--- src/rtl/mul_pkg.sv ---
// Shared defaults, ID-width helper and sequencer FSM states for the multiplier arbiter.
package mul_pkg;

   localparam int unsigned MulN    = 4;
   localparam int unsigned MulNreq = 4;
   localparam int unsigned MulLat  = 3;

   // Requester ID width; a single requester still needs a 1-bit tag field.
   function automatic int unsigned id_width(input int unsigned nreq);
      return (nreq > 1) ? $clog2(nreq) : 1;
   endfunction

   typedef enum logic [1:0] {
      StRun,
      StDrain,
      StIdle
   } arb_state_e;

endpackage

--- src/rtl/mul.sv ---
// Three-stage pipelined unsigned multiplier: operand register, product register, output register.
module mul #(
   parameter int unsigned N = 4
) (
   input  logic           clk,
   input  logic           rst,
   input  logic [N-1:0]   a,
   input  logic [N-1:0]   b,
   output logic [2*N-1:0] p
);

   logic [N-1:0]   a_q, b_q;
   logic [2*N-1:0] prod_q, p_q;

   always_ff @(posedge clk or posedge rst) begin
      if (rst) begin
         a_q    <= '0;
         b_q    <= '0;
         prod_q <= '0;
         p_q    <= '0;
      end else begin
         a_q    <= a;
         b_q    <= b;
         prod_q <= (2*N)'(a_q) * (2*N)'(b_q);
         p_q    <= prod_q;
      end
   end

   assign p = p_q;

endmodule

--- src/rtl/mul_arbiter.sv ---
// Round-robin arbiter sharing one pipelined multiplier between NREQ requesters, with an ID tag
// pipe to route products back and a drain control to empty the datapath.
module mul_arbiter
   import mul_pkg::*;
#(
   parameter int unsigned N    = MulN,
   parameter int unsigned NREQ = MulNreq,
   parameter int unsigned LAT  = MulLat
) (
   input  logic              clk,
   input  logic              rst_n,
   input  logic [NREQ-1:0]   req_valid,
   output logic [NREQ-1:0]   req_ready,
   input  logic [NREQ*N-1:0] req_a,
   input  logic [NREQ*N-1:0] req_b,
   output logic [NREQ-1:0]   rsp_valid,
   output logic [2*N-1:0]    rsp_p,
   input  logic              drain_req,
   output logic              drain_done,
   output logic              busy
);

   localparam int unsigned IdW = id_width(NREQ);

   arb_state_e              state_q, state_d;
   logic [IdW-1:0]          ptr_q, ptr_d;
   logic [LAT-1:0]          tag_valid_q;
   logic [LAT-1:0][IdW-1:0] tag_id_q;

   logic [NREQ-1:0] grant;
   logic [IdW-1:0]  gnt_id;
   logic            gnt_any;
   logic            transfer;
   logic [N-1:0]    mul_a, mul_b;
   logic            mul_rst;

   // First valid requester at or after the pointer, wrapping modulo NREQ.
   always_comb begin
      logic [IdW-1:0] idx;
      idx     = '0;
      grant   = '0;
      gnt_id  = '0;
      gnt_any = 1'b0;
      for (int unsigned k = 0; k < NREQ; k++) begin
         idx = IdW'((32'(ptr_q) + k) % NREQ);
         if (!gnt_any && req_valid[idx]) begin
            gnt_any = 1'b1;
            gnt_id  = idx;
         end
      end
      if (gnt_any) begin
         grant[gnt_id] = 1'b1;
      end
   end

   // Reset gates the grant so nothing can appear ready while the pipe is held clear.
   assign req_ready = (rst_n && (state_q == StRun)) ? grant : '0;
   assign transfer  = |req_ready;

   always_comb begin
      mul_a = '0;
      mul_b = '0;
      for (int i = 0; i < NREQ; i++) begin
         if (req_ready[i]) begin
            mul_a = req_a[i*N +: N];
            mul_b = req_b[i*N +: N];
         end
      end
   end

   always_comb begin
      ptr_d = ptr_q;
      if (transfer) begin
         ptr_d = (gnt_id == IdW'(NREQ - 1)) ? '0 : gnt_id + 1'b1;
      end
   end

   assign busy = |tag_valid_q;

   always_comb begin
      state_d = state_q;
      case (state_q)
         StRun: begin
            if (drain_req) begin
               state_d = StDrain;
            end
         end
         StDrain: begin
            if (!drain_req) begin
               state_d = StRun;
            end else if (!busy) begin
               state_d = StIdle;
            end
         end
         StIdle: begin
            if (!drain_req) begin
               state_d = StRun;
            end
         end
         default: state_d = StRun;
      endcase
   end

   // DRAIN and IDLE both block grants; drain_done tracks emptiness directly so it rises
   // the cycle after the last response rather than waiting for the IDLE transition.
   assign drain_done = drain_req && !busy && (state_q != StRun);

   always_ff @(posedge clk or negedge rst_n) begin
      if (!rst_n) begin
         state_q     <= StRun;
         ptr_q       <= '0;
         tag_valid_q <= '0;
         tag_id_q    <= '0;
      end else begin
         state_q     <= state_d;
         ptr_q       <= ptr_d;
         tag_valid_q <= {tag_valid_q[LAT-2:0], transfer};
         tag_id_q    <= {tag_id_q[LAT-2:0], gnt_id};
      end
   end

   always_comb begin
      rsp_valid = '0;
      if (tag_valid_q[LAT-1]) begin
         rsp_valid[tag_id_q[LAT-1]] = 1'b1;
      end
   end

   assign mul_rst = ~rst_n;

   mul #(
      .N(N)
   ) u_mul (
      .clk(clk),
      .rst(mul_rst),
      .a  (mul_a),
      .b  (mul_b),
      .p  (rsp_p)
   );

endmodule

--- config.mk ---
export PLATFORM = sky130hd
export DESIGN_NAME = mul_arbiter
export DESIGN_NICKNAME = d
export VERILOG_FILES = /design/src/rtl/mul_pkg.sv /design/src/rtl/mul.sv /design/src/rtl/mul_arbiter.sv
export SDC_FILE = /design/constraint.sdc
export NUM_CORES = 1
export LEC_CHECK = 0
export ABC_CLOCK_PERIOD_IN_PS = 3500
export CAP_MARGIN = 20
export CORE_MARGIN = 3
export CORE_UTILIZATION = 40
export CTS_CLUSTER_DIAMETER = 40
export CTS_CLUSTER_SIZE = 16
export DETAILED_ROUTE_END_ITERATION = 6
export GPL_ROUTABILITY_DRIVEN = 0
export PLACE_DENSITY_LB_ADDON = 0.3
export SLEW_MARGIN = 30
export SYNTH_ARGS = -nofsm -noshare
export SYNTH_HDL_FRONTEND = slang
export SYNTH_SLANG_ARGS = --single-unit
--- constraint.sdc ---
create_clock -name clk -period 3.5 [get_ports clk]
set_input_delay 0.875 -clock clk [delete_from_list [all_inputs] [get_ports clk]]
set_output_delay 0.875 -clock clk [all_outputs]
set_load 0.01 [all_outputs]
==> summary.md, run 1 <==
| Metric | Value |
|---|---|
| Simple-Gate Fraction of Synth Area | `13.6%` |
| Vias post-DR | `1,433` |
| Port bufs | `56` |
| Mapped Avg Cell Area | `11.3 um2` |
| Hold Path Origin | `u_mul.prod_q[4]` |
| Fill count | `375` |
| Max VDD drop | `between 0.3 and 0.4 mV` |
| Sequential element share of the synthesized area | `48.6%` |
| Synth unique cells | `35` |
| Clock Latency Late Sink | `0.29 ns` |
| Critical Path Source Type | `primary input` |
| Die height | `75.0 um` |
| Run status | `complete, no violations` |
| First-pass GRT wire length | `approximately 6200 um` |
| CTS sink cnt | `37` |
| Synth Area in Adders | `14.7%` |
| Arrival @ worst endpoint | `2.51 ns` |
| RSZ-0062 raised after global routing | `false` |
| Routed len/inst | `12.1 um` |
| Crit Path Class | `primary input to output port` |
| Number of synthesized flops with an enable pin | `0` |
| Async SR Flop Fraction | `100%` |
| Starting DRT DRC Count | `43` |
| WL final | `approximately 3500 um` |
| Worst-Margin Slew | `0.432 ns` |
| DIE WIDTH | `75.0 um` |
| Ys flop type | `dfrtp_1` |
| Worst Hold Path EP | `u_mul.p[4]` |
| Final setup fails | `0` |
| Max cap viols | `0` |
| Cts hold-fix bufs | `0` |
| CP required | `2.62 ns` |
| Max_slew headroom | `between 70% and 80%` |
| Hold Slack | `0.350 ns` |
| Seq cells post-synth | `37` |
| Synth Area in XOR/XNOR | `1.84%` |
| Largest family of logic cells by synthesized area | `adder cells` |
| Synth top area share | `roughly half` |
| Core area | `4470 um2` |
| Post-layout min period | `3.39 ns` |
| Total congestion overflow | `0` |
| Clk_skew | `0.00337 ns` |
| Ant diodes | `0` |
| Mux cell area share after synthesis | `2.62%` |
| Vias in the first global route | `1,482` |
| Post-DRT Antenna Nets | `0` |
| Cell row count | `24` |
| Top cells by area, synth | `dfrtp_1 (49%), ha_1 (10%), and2_1 (4.6%), fa_1 (4.2%), inv_1 (2.8%)` |
| Final Power | `1570 uW` |
| Final period util | `96.8%` |
| Max stage delay on crit path | `0.53 ns` |
| Slew Limit Fails | `0` |
| CTS Buffer Depth | `2` |
| Max frequency | `roughly 300 MHz` |
| Clock transition at path regs | `roughly 0.07 ns` |
| FF-to-FF path depth | `9` |
| Layout cells sized above 1 | `about 12%` |
| Final core utilization | `60.7%` |
| DR pass1 iterations | `4` |
| Hold Path Depth | `0` |
| Reg2reg setup slack | `roughly 0.9 ns` |
| TritonCTS clock tree | `yes` |
| Fin. Hold Viols | `0` |
| Synth Net Count | `228` |
| Placed Cells incl. Taps | `285` |
| Largest net degree at the start of global routing | `38` |
| Compound-cell area share of the yosys netlist | `between 10% and 20%` |
| Clock Root Buffer | `clkbuf_8` |
| Synth Cell Area | `1910 um2` |
| Power density over cell area | `578 nW/um2` |
| DRC | `0` |
| Largest area contributor in the netlist | `dfrtp_1` |
| Total CTS buffers | `5` |
| Num ports | `between 50 and 60` |
| Dpl hpwl | `2840 um` |
| DR vias/cell | `4.89` |
| Crit-path cells | `clkdlybuf4s50_1 -> a21oi_1 -> o21a_1 -> o22a_1 -> ha_1 -> inv_1 -> nor2_1 -> dlygate4sd2_1` |
| Initial cell density of the core | `roughly 43%` |
| Static Leak | `0.00134 uW` |
| Non-Filler Instances | `293` |
| Synthesis-to-layout area growth | `42.3%` |
| H-tree depth | `2` |
| Final setup TNS | `0 ns` |
| Die Area | `5630 um2` |
| CP Capture Type | `output port` |
| Initial antenna violation count | `0` |
| FF-to-FF End | `u_mul.prod_q[7]` |
| Max FO, Critical Path | `5` |
| RR Startpoint | `u_mul.b_q[3]` |
| Post-layout nets | `299` |
| Synth Instances | `169` |
| Synth warn | `0` |
| Hold Path Class | `flop to flop` |
| CP max-delay cell | `clkdlybuf4s50_1` |
| Gr usage total | `14.7%` |
## stage by stage
step,cell area (um2),worst slack (ns)
after global placement,2600,-0.208
after detailed placement,2600,-0.263
after floorplan,1910,0.463
after CTS,2720,0.0256
final,2710,0.112
after global routing,2710,0.00720
## cell usage in the layout, fill, tap and decap left out, drive strengths merged, types with 2 or more instances in the layout
master	netlist	final
a21o	3	3
a21oi	10	10
a221o	5	5
a221oi	3	3
a22o	3	3
and2	14	14
and3	4	4
and3b	2	2
buf	3	14
clkbuf	2	7
clkdlybuf4s50	0	51
clkinv	1	2
dfrtp	37	37
fa	4	4
ha	16	16
inv	14	14
mux2	2	2
mux2i	2	2
nand2	11	11
nor2	10	10
nor3b	2	2
o211ai	5	5
xnor2	4	4
## critical path: cells and delay by family
kind,cells,cell delay (ns)
simple gates,1,0.05
buf+inv,3,0.89
fa+ha+maj,1,0.22
compound gates,3,0.48
## flip-flops by register name (all words and copies together) (netlist names)
signal	count
u_mul.a_q	4
u_mul.p	8
u_mul.prod_q	8
ptr_q	2
tag_valid_q	3
u_mul.b_q	4
tag_id_q	6
state_q	2
## routing by layer
metal  wire length (um)  vias to the layer above  track usage, %
li1                   -                      731               -
met1               1450                      639            15.9
met2               1710                       56            25.4
met3                306                        7            5.34
met4                 76                        0            6.92
met5                  0                        -               0
## cell usage after synthesis (3+ instances only)
cell type	number
a21o_1	3
a221oi_1	3
nand2_1	11
inv_1	14
and2_1	14
a221o_1	5
xnor2_1	4
ha_1	16
fa_1	4
a21oi_1	10
o211ai_1	5
a22o_1	3
nor2_1	10
dfrtp_1	37
and3_1	4
## where the power goes
group          total (uW)  switching (uW)  internal, uW
logic                 609             274           336
registers             596            69.0           527
clock network         364             151           213
## logic make-up after synthesis
group / after synthesis
adder cells (fa/ha/maj): 20
AO/OA/AOI/OAI: 36
buffers and inverters: 20
flip-flops: 37
XOR/XNOR: 4
AND/OR/NAND/NOR: 48
multiplexers: 4
## cell type report
cell class | count | area [um2] | share of cell area [%]
tap | 52 | 65.1 | 2.40
inverter | 15 | 56.3 | 2.07
timing repair buffer | 69 | 642 | 23.7
clock inverter | 3 | 46.3 | 1.71
sequential | 37 | 926 | 34.1
clock buffer | 5 | 68.8 | 2.54
multi-input combinational | 112 | 910 | 33.5
## worst max path at each step
stage                             from           end  slack, ns  depth (start not counted)
after global placement    req_valid[0]  req_ready[0]      -0.21                          8
after floorplan           req_valid[2]  req_ready[3]       0.46                          8
after global routing      req_valid[0]  req_ready[3]      0.007                          8
after detailed placement  req_valid[0]  req_ready[0]      -0.26                          8
after CTS                 req_valid[0]  req_ready[0]       0.03                          9
final                     req_valid[0]  req_ready[2]       0.11                          8
## repair_timing
action                     in CTS  in global routing
pin swaps                       0                  0
gates resized for setup         5                  5
buffers inserted                0                  0
setup endpoints to repair       4                  3
hold endpoints to repair        0                  0
Note: power is estimated with default switching activity, not from simulation.
==> inputs of run 2 (changes only) <==
Settings changed: PLACE_DENSITY from default to 0.7, PLACE_DENSITY_LB_ADDON 0.3 to default.
==> summary.md, run 2 (synthesis results as in run 1) <==
| Metric | Value |
|---|---|
| Slew Limit Fails | `0 (unchanged)` |
| Crit-path most repeated cell | `inv_1` |
| DRC | `0 (unchanged)` |
| Clk_skew | `0.00689 ns (was 0.00337 ns)` |
| Crit-path cells | `clkdlybuf4s50_1 -> mux2i_1 -> o221ai_2 -> inv_1 -> ha_1 -> inv_1 -> nor2_1 -> dlygate4sd2_1 (was clkdlybuf4s50_1 -> a21oi_1 -> o21a_1 -> o22a_1 -> ha_1 -> inv_1 -> nor2_1 -> dlygate4sd2_1)` |
| First-pass GRT wire length | `6240 um (was 6220 um)` |
| Total CTS buffers | `5 (unchanged)` |
| Clock transition at path regs | `0.07 ns (about the same)` |
| Area occupied by multi-input gates | `910 um2 (unchanged)` |
| Num ports | `57 (unchanged)` |
| Commonest cells after routing, fill and taps aside | `clkdlybuf4s50_1 (49), dfrtp_1 (37), ha_1 (16) (was clkdlybuf4s50_1 (51), dfrtp_1 (37), ha_1 (16))` |
| Placed Cells incl. Taps | `286 (was 285)` |
| Run status | `complete, no violations (unchanged)` |
| Largest net degree at the start of global routing | `38 (unchanged)` |
| Max VDD drop | `0.329 mV (was 0.319 mV)` |
| Layout cells sized above 1 | `12.0% (about the same)` |
| Core area | `4470 um2 (unchanged)` |
| Final period util | `96.9% (was 96.8%)` |
| Dpl hpwl | `2820 um (was 2840 um)` |
| CP max-delay cell | `clkdlybuf4s50_1 (unchanged)` |
| Max_slew headroom | `71.9% (was 71.2%)` |
| DR vias/cell | `4.83 (was 4.89)` |
| Critical Path Source Type | `primary input (unchanged)` |
| Buf/Inv on CP | `4 (was 3)` |
| Ant diodes | `0 (unchanged)` |
| Instance count on the critical path | `8 (unchanged)` |
| Initial cell density of the core | `42.6% (unchanged)` |
| Final setup fails | `0 (unchanged)` |
| CTS sink cnt | `37 (unchanged)` |
| Vias in the first global route | `1,468 (was 1,482)` |
| Power density over cell area | `578 nW/um2 (about the same)` |
| Placed cell area | `2610 um2 (was 2600 um2)` |
| Fin. Hold Viols | `0 (unchanged)` |
| Vias post-DR | `1,419 (was 1,433)` |
| Total congestion overflow | `0 (unchanged)` |
| Non-Filler Instances | `294 (was 293)` |
| DR pass1 iterations | `4 (unchanged)` |
| Hold Path Class | `flop to flop (unchanged)` |
| Arrival @ worst endpoint | `2.52 ns (was 2.51 ns)` |
| Post-layout nets | `300 (was 299)` |
| Starting DRT DRC Count | `50 (was 43)` |
| Post-DRT Antenna Nets | `0 (unchanged)` |
| Worst-Margin Slew | `0.422 ns (was 0.432 ns)` |
| TritonCTS clock tree | `yes (unchanged)` |
| H-tree depth | `2 (unchanged)` |
| Final core utilization | `61.1% (was 60.7%)` |
| Initial antenna violation count | `0 (unchanged)` |
| CTS Buffer Depth | `2 (unchanged)` |
| Max frequency | `295 MHz (about the same)` |
| Port bufs | `56 (unchanged)` |
| Pre-CTS setup slack | `-0.254 ns (was -0.263 ns)` |
| Cell area after layout | `2730 um2 (was 2710 um2)` |
| Routed len/inst | `11.5 um (was 12.1 um)` |
| Crit Path Class | `primary input to output port (unchanged)` |
| Max cap viols | `0 (unchanged)` |
| Clock Root Buffer | `clkbuf_8 (unchanged)` |
| Synthesis-to-layout area growth | `43.4% (was 42.3%)` |
| Gr usage total | `14.6% (was 14.7%)` |
| Die height | `75.0 um (unchanged)` |
| Register Area | `926 um2 (unchanged)` |
| WL final | `3380 um (was 3540 um)` |
| RSZ-0062 raised after global routing | `false (unchanged)` |
| Hold Path Depth | `0 (unchanged)` |
| Crit path max-delay family | `buffers and inverters (unchanged)` |
| Worst setup margin | `0.110 ns (was 0.112 ns)` |
| Static Leak | `0.00137 uW (was 0.00134 uW)` |
| FF-to-FF path depth | `10 (was 9)` |
| Commonest non-fill, non-tap cell in the layout | `clkdlybuf4s50_1 (unchanged)` |
| Cts hold-fix bufs | `0 (unchanged)` |
| Max FO, Critical Path | `4 (was 5)` |
| DIE WIDTH | `75.0 um (unchanged)` |
| Post-layout min period | `3.39 ns (about the same)` |
| Max stage delay on crit path | `0.52 ns (was 0.53 ns)` |
| Cell row count | `24 (unchanged)` |
| Clock Latency Late Sink | `0.28 ns (was 0.29 ns)` |
| Die Area | `5630 um2 (unchanged)` |
| Fill count | `370 (was 375)` |
| CP required | `2.62 ns (about the same)` |
| CP Capture Type | `output port (unchanged)` |
==> run 2: cell count changes in the layout (fill, tap and decap cells not counted) <==
cell / delta
dlymetal6s2s_1: +2
clkdlybuf4s15_1: -1
clkbuf_8: +1
clkbuf_2: -1
clkinv_4: -1
clkdlybuf4s50_1: -2
buf_4: +1
dlygate4sd2_1: +2
==> run 2: final timing paths <==
path / from / to / slack [ns]
min in group asynchronous: rst_n / state_q[0] / 0.66
hold / removal: tag_id_q[3] / tag_id_q[5] / 0.35
setup reg to reg: u_mul.b_q[3] / u_mul.prod_q[6] / 0.92
setup / recovery: req_valid[2] / req_ready[1] / 0.11
hold reg to reg: tag_id_q[3] / tag_id_q[5] / 0.35
max in group asynchronous: rst_n / u_mul.a_q[0] / 2.54
==> run 2: final cells by class <==
class	count	area share, %
inverter	15	2.06
clock inverter	2	1.37
sequential	37	33.9
timing repair buffer	70	24.0
tap	52	2.38
clock buffer	6	3.02
multi-input combinational	112	33.3
==> run 2: power by group <==
group	internal (uW)	switching, uW	total, uW
clock	231	141	373
sequential	528	68.3	596
combinational	340	273	613
==> run 2: per-layer routing <==
metal,vias to the layer above,GRT usage (%),share of wire (%)
li1,735,-,-
met1,624,16.5,43
met2,54,24.9,46
met3,6,6.01,8.7
met4,0,5.34,1.7
met5,-,0,0
==> run 2: what timing repair did <==
| action | in CTS | in global routing |
|---|---|---|
| setup buffers | 0 | 0 |
| pin swaps | 0 | 0 |
| gates resized for setup | 5 | 4 |
| endpoints found under the setup margin | 4 | 4 |
==> run 2: per-stage QoR <==
stage	power (uW)	hold WS [ns]	TNS, ns
6_report	1580	0.346	0
2_1_floorplan	944	0.331	0
5_1_grt	1710	0.350	0
3_5_place_dp	1230	0.335	-0.909
3_3_place_gp	1220	0.332	-0.830
4_1_cts	1610	0.351	0
